[src/rtl/char_row_loader_pkg.sv]
// Shared constants for the character row loader.
// Opcodes come from bus_data[7:6]. State encodings are plain constants so
// that legacy code comparing raw state values keeps working.
package char_pkg;

  localparam logic [1:0] OP_WRITE  = 2'b00;
  localparam logic [1:0] OP_SETCUR = 2'b01;
  localparam logic [1:0] OP_CLEAR  = 2'b10;
  localparam logic [1:0] OP_FILL   = 2'b11;

  localparam logic [1:0] ST_IDLE = 2'd0;
  localparam logic [1:0] ST_ARG  = 2'd1;
  localparam logic [1:0] ST_FILL = 2'd2;

  localparam logic [5:0] BLANK_DEFAULT = 6'h3F;

endpackage

[src/rtl/char_row_loader_if.sv]
// Command bus between the Arduino and the row loader (4-phase handshake).
//   bus_data   : command byte, stable while bus_strobe is high
//   bus_strobe : request from the Arduino, asynchronous to clk
//   bus_ack    : acknowledge from the loader
// master = Arduino side, slave = loader side.
interface char_row_loader_if;

  logic [7:0] bus_data;
  logic       bus_strobe;
  logic       bus_ack;

  modport master (output bus_data, output bus_strobe, input bus_ack);
  modport slave  (input bus_data, input bus_strobe, output bus_ack);

endinterface

[src/rtl/char_row_loader_sync_bit.sv]
// Single-bit flop synchronizer for the asynchronous bus strobe.
//   clk, rst_n  : clock and synchronous active-low reset (clears every stage)
//   d           : asynchronous input level
//   q           : level after SYNC_STAGES flops
module sync_bit #(
  parameter int unsigned SYNC_STAGES = 2
) (
  input  logic clk,
  input  logic rst_n,
  input  logic d,
  output logic q
);

  logic [SYNC_STAGES-1:0] stages;

  always_ff @(posedge clk) begin
    if (!rst_n) begin
      stages <= '0;
    end else begin
      stages[0] <= d;
      for (int unsigned i = 1; i < SYNC_STAGES; i++) begin
        stages[i] <= stages[i-1];
      end
    end
  end

  assign q = stages[SYNC_STAGES-1];

endmodule

[src/rtl/char_row_loader.sv]
// Decodes command bytes from the Arduino bus and drives writes into a
// character row buffer.
//   clk, rst_n : clock, synchronous active-low reset
//   bus        : command bus (slave side), 4-phase strobe/ack handshake
//   char_out   : character code for the row buffer
//   addr_out   : cell index 0..COLS-1
//   write_out  : one-cycle write strobe
//   busy       : high while a CLEAR/FILLARG fill sequence runs
// Commands: 00 WRITE char at cursor (cursor++), 01 SETCUR, 10 CLEAR to BLANK,
// 11 FILLARG (next byte's low six bits fill the whole row).
module char_row_loader
  import char_pkg::*;
#(
  parameter int unsigned COLS        = 16,
  parameter logic [5:0]  BLANK       = BLANK_DEFAULT,
  parameter int unsigned SYNC_STAGES = 2
) (
  input  logic               clk,
  input  logic               rst_n,
  char_row_loader_if.slave   bus,
  output logic [5:0]         char_out,
  output logic [3:0]         addr_out,
  output logic               write_out,
  output logic               busy
);

  localparam logic [3:0] LAST = 4'(COLS - 1);

  logic       strb_s;
  logic [1:0] state;
  logic [3:0] cursor;
  logic       ack;
  logic       accept;
  logic [1:0] opcode;

  sync_bit #(.SYNC_STAGES(SYNC_STAGES)) u_sync (
    .clk   (clk),
    .rst_n (rst_n),
    .d     (bus.bus_strobe),
    .q     (strb_s)
  );

  assign opcode      = bus.bus_data[7:6];
  assign bus.bus_ack = ack;

  // A pending request is simply ignored during FILL; it is taken once the
  // loader is back in IDLE, since the strobe is still high then.
  assign accept = strb_s && !ack && ((state == ST_IDLE) || (state == ST_ARG));

  always_ff @(posedge clk) begin
    if (!rst_n) begin
      state     <= ST_IDLE;
      cursor    <= '0;
      ack       <= 1'b0;
      write_out <= 1'b0;
      busy      <= 1'b0;
      char_out  <= '0;
      addr_out  <= '0;
    end else begin
      write_out <= 1'b0;

      if (ack && !strb_s) begin
        ack <= 1'b0;
      end else if (accept) begin
        ack <= 1'b1;
      end

      case (state)
        ST_IDLE: begin
          if (accept) begin
            case (opcode)
              OP_WRITE: begin
                char_out  <= bus.bus_data[5:0];
                addr_out  <= cursor;
                write_out <= 1'b1;
                cursor    <= (cursor == LAST) ? '0 : cursor + 4'd1;
              end
              OP_SETCUR: begin
                cursor <= 4'(32'(bus.bus_data[3:0]) % COLS);
              end
              OP_CLEAR: begin
                state     <= ST_FILL;
                busy      <= 1'b1;
                char_out  <= BLANK;
                addr_out  <= '0;
                write_out <= 1'b1;
              end
              default: begin
                state <= ST_ARG;
              end
            endcase
          end
        end

        ST_ARG: begin
          if (accept) begin
            state     <= ST_FILL;
            busy      <= 1'b1;
            char_out  <= bus.bus_data[5:0];
            addr_out  <= '0;
            write_out <= 1'b1;
          end
        end

        ST_FILL: begin
          // addr_out doubles as the fill index: the cell just written is
          // what is on addr_out now.
          if (addr_out == LAST) begin
            state  <= ST_IDLE;
            busy   <= 1'b0;
            cursor <= '0;
          end else begin
            addr_out  <= addr_out + 4'd1;
            write_out <= 1'b1;
          end
        end

        default: begin
          state <= ST_IDLE;
          busy  <= 1'b0;
        end
      endcase
    end
  end

endmodule

[src/flat_wrapper.sv]
// flat-port wrapper written by rule: the top's interface ports become plain ports
module char_row_loader_flat import char_pkg::*;
#(
  parameter int unsigned COLS        = 16,
  parameter logic [5:0]  BLANK       = BLANK_DEFAULT,
  parameter int unsigned SYNC_STAGES = 2
)
  (clk, rst_n, char_out, addr_out, write_out, busy, bus_bus_data, bus_bus_strobe, bus_bus_ack);
  char_row_loader_if bus_i ();
  input  logic clk;
  input  logic rst_n;
  output logic [5:0] char_out;
  output logic [3:0] addr_out;
  output logic write_out;
  output logic busy;
  input wire logic [$bits(bus_i.bus_data)-1:0] bus_bus_data;
  input wire logic [$bits(bus_i.bus_strobe)-1:0] bus_bus_strobe;
  output wire logic [$bits(bus_i.bus_ack)-1:0] bus_bus_ack;
  assign bus_i.bus_data = bus_bus_data;
  assign bus_i.bus_strobe = bus_bus_strobe;
  assign bus_bus_ack = bus_i.bus_ack;
  char_row_loader #(.COLS(COLS), .BLANK(BLANK), .SYNC_STAGES(SYNC_STAGES)) u_core (.clk(clk), .rst_n(rst_n), .bus(bus_i), .char_out(char_out), .addr_out(addr_out), .write_out(write_out), .busy(busy));
endmodule
[config.mk]
export PLATFORM = sky130hd
export DESIGN_NAME = char_row_loader_flat
export DESIGN_NICKNAME = d
export VERILOG_FILES = /design/src/rtl/char_row_loader_pkg.sv /design/src/rtl/char_row_loader_if.sv /design/src/rtl/char_row_loader_sync_bit.sv /design/src/rtl/char_row_loader.sv /design/src/flat_wrapper.sv
export SDC_FILE = /design/constraint.sdc
export NUM_CORES = 1
export LEC_CHECK = 0
export CORE_AREA = 2 2 55 57
export DETAILED_ROUTE_END_ITERATION = 12
export DIE_AREA = 0 0 57 59
export DONT_BUFFER_PORTS = 1
export GPL_ROUTABILITY_DRIVEN = 1
export GPL_TIMING_DRIVEN = 0
export PLACE_DENSITY = 0.52
export REMOVE_ABC_BUFFERS = 1
export SLEW_MARGIN = 20
export SYNTH_ARGS = -nofsm -noshare
export SYNTH_HDL_FRONTEND = slang
export SYNTH_SLANG_ARGS = --single-unit
[constraint.sdc]
create_clock -name clk -period 2.67 [get_ports clk]
set_clock_uncertainty 0.15 [all_clocks]
set_input_delay 0.4005 -clock clk [delete_from_list [all_inputs] [get_ports clk]]
set_output_delay 0.4005 -clock clk [all_outputs]
set_load 0.03 [all_outputs]
==> reports/results.tsv <==
metric	value	unit
largest area contributor in the netlist	dfxtp_1	
prevailing post-synth register cell	dfxtp_1	
H-tree depth	1	
CP max stage cell	dfxtp_1	
Remaining DRCs	0	
R2R Path End	u_core.cursor[2]	
clock sink count	21	
Layout Cells excl Fill	155	
post-synthesis mux area share	1.842	%
core area	2710	um^2
GR Overflow Total	0	
area of the multi-input gates	681.9	um^2
Antenna Cells	0	
CTS root buf	clkbuf_4	
CP arrival	2.09	ns
CTS Hold Bufs	0	
final hold vios	0	
setup_tns	0	ns
PwrDens	927.3	nW/um^2
DP HPWL	1912	um
Starting Density	42.61	%
adder-cell share of the synthesized area	6.501	%
postcts setup bufs	0	
DR vias/cell	5.994	
CP Launch Type	register	
period utilization	74.95	%
DR WL/cell	16.46	um
status	completed	
Max Fanout on Critical Path	8	
Synth cell types	44	
most frequent cell after synthesis	dfxtp_1	
Cells after Synth	123	
Setup CP Type	reg -> reg	
initial antenna violation count	0	
Fillers	286	
clock transition at the registers of the reported paths	0.13	ns
Post-Synth XOR/XNOR Area	1.517	%
clk_lat worst skew	0.32	ns
simple-gate share of the synthesized area	18.63	%
largest net degree at the start of global routing	19	
Post-synth EDFFs	0	
I/O Pins	24	
Synth top cells by count	dfxtp_1, a21oi_1, inv_1	
worst hold path class	in -> reg	
first-pass GRT wire length	4278	um
Hold Startpoint	rst_n	
chip height	59	um
Final ANT Viol Nets	0	
# rows	19	
Initial DRC Count	36	
Worst path max stage delay	0.61	ns
total wire length	2551	um
Cell Chain, Critical Path	ha_1 -> nand3_1 -> a22oi_4 -> o21ai_0 -> a221oi_1	
Synth Warn #	0	
largest family of logic cells by synthesized area	compound AO/OA/AOI/OAI gates	
async set-reset flop share out of synthesis	0	%
Cell Area, Synth	1155	um^2
Clock Path Buffers	2	
via count	929	
post-layout net count	142	
worst r2r src	u_core.addr_out[0]	
worst reg2reg setup slack	0.67	ns
Worst setup EP type	register	
Hold Crit Endpoint	u_core.addr_out[3]	
PortBufs	0	
register bit total from synthesis	21	
GRT Overall Usage	16.39	%
DP Cell Count	151	
Max VDD drop	0.4470	mV
Synth-to-Final Area Change	4.117	%
final slew viol count	0	
WHS	0.04664	ns
unrepaired setup endpoints after global routing	no	
Slew @ Worst Pin	0.4577	ns
Die Footprint	3363	um^2
Lkg Pwr	0.4523	nW
share of the synthesized area in the top cell type	36.40	%
Die Wd	57	um
max-cap viol count	0	
Rel. slew slack	69.44	%
Period minus WS final	2.001	ns
Critical Path RT	2.76	ns
DRT Pass-1 Iters	4	
Mean Syn Cell Area	9.389	um^2
Num CTS Buffers	3	
Achievable Freq	499.7	MHz
layout cells sized above 1	12.90	%
number of global-route vias before repair	922	
register area share after synthesis	36.40	%
final setup fails	0	
Synth area leaders	dfxtp_1, ha_1, o221a_1, a21oi_1, inv_1	
Final GP Congestion	0.7954	
CTS tree	done	
Worst Reg2Reg Path Length in Cells	5	
cts repair resizes	0	
Register Area	420.4	um^2
post-synthesis compound-gate area fraction	30.55	%
worst hold path depth	1	
==> registers in the layout (all words and copies together), names as in the netlist <==
name	count
u_core.cursor	4
u_core.addr_out	4
u_core.bus.bus_ack	1
u_core.write_out	1
u_core.char_out	6
u_core.u_sync.stages	2
u_core.state	2
u_core.busy	1
==> report_power, final <==
part           internal [W]  switching, W  total (W)  leakage (nW)
clock             0.0000561      0.000106   0.000162        0.0177
combinational      0.000181      0.000236   0.000417         0.263
sequential         0.000376      0.000161   0.000536         0.171
total              0.000612      0.000503    0.00111         0.452
==> area by class of cell <==
type / instances / area share (%)
multi-input cells: 90 / 56.71
flip-flops and latches: 21 / 34.96
well taps: 31 / 3.226
inverters: 9 / 2.810
clock buffers: 3 / 1.873
clock inverters: 1 / 0.4162
==> per-stage QoR <==
step | utilization, % | total power, W | cell area (um^2) | setup WS [ns]
global route | 44.37 | 0.001197 | 1202 | 0.5044
floorplan | - | 0.0008654 | 1136 | 0.8833
finish | 44.37 | 0.001115 | 1202 | 0.6689
detailed placement | 43.35 | 0.0009606 | 1175 | 0.7097
global placement | 43.35 | 0.0009507 | 1175 | 0.7065
CTS | 44.37 | 0.001125 | 1202 | 0.6674
==> worst max-delay path: cells and delay by family, from the launching register on <==
family                   cells  cell delay [ns]
AO/OA/AOI/OAI                3             0.70
adder cells (fa/ha/maj)      1             0.29
flip-flops                   1             0.61
AND/OR/NAND/NOR              1             0.16
==> how the worst max path moves through the flow <==
stage	end	from	slack (ns)
after detailed placement	u_core.char_out[5]	u_core.state[0]	0.71
after global placement	u_core.cursor[2]	u_core.addr_out[0]	0.71
after CTS	u_core.cursor[2]	u_core.addr_out[0]	0.67
final	u_core.cursor[2]	u_core.addr_out[0]	0.67
after floorplan	u_core.cursor[2]	u_core.addr_out[0]	0.88
after global routing	u_core.char_out[3]	u_core.state[0]	0.50
==> logic make-up after synthesis <==
family          after synthesis
compound gates               45
simple gates                 35
flops                        21
buf+inv                      12
fa+ha+maj                     6
xor+xnor                      2
mux                           2
==> routing by layer <==
layer  vias to the layer above  global-route usage (%)  wire length, um  part of all wire, %
li1                        469                       -                -                    -
met1                       433                   20.68             1231                   48
met3                         5                   3.493              123                  4.8
met5                         -                       0                0                    0
met4                         0                   6.977               45                  1.8
met2                        22                   27.26             1151                   45
==> cells in the final DEF, fill, tap and decap left out, types with 2 or more instances in the layout <==
cell type	count
a21o_2	2
a21oi_1	11
a311oi_1	2
a31oi_1	2
and2_1	3
and2b_1	2
clkbuf_4	3
dfxtp_1	21
ha_1	6
inv_1	9
nand2_1	5
nand2b_1	3
nand3_1	6
nor2_2	2
nor3_1	5
o21a_1	2
o21ai_0	6
o221a_1	6
o32ai_1	3
(Power assumes the default switching activity.)
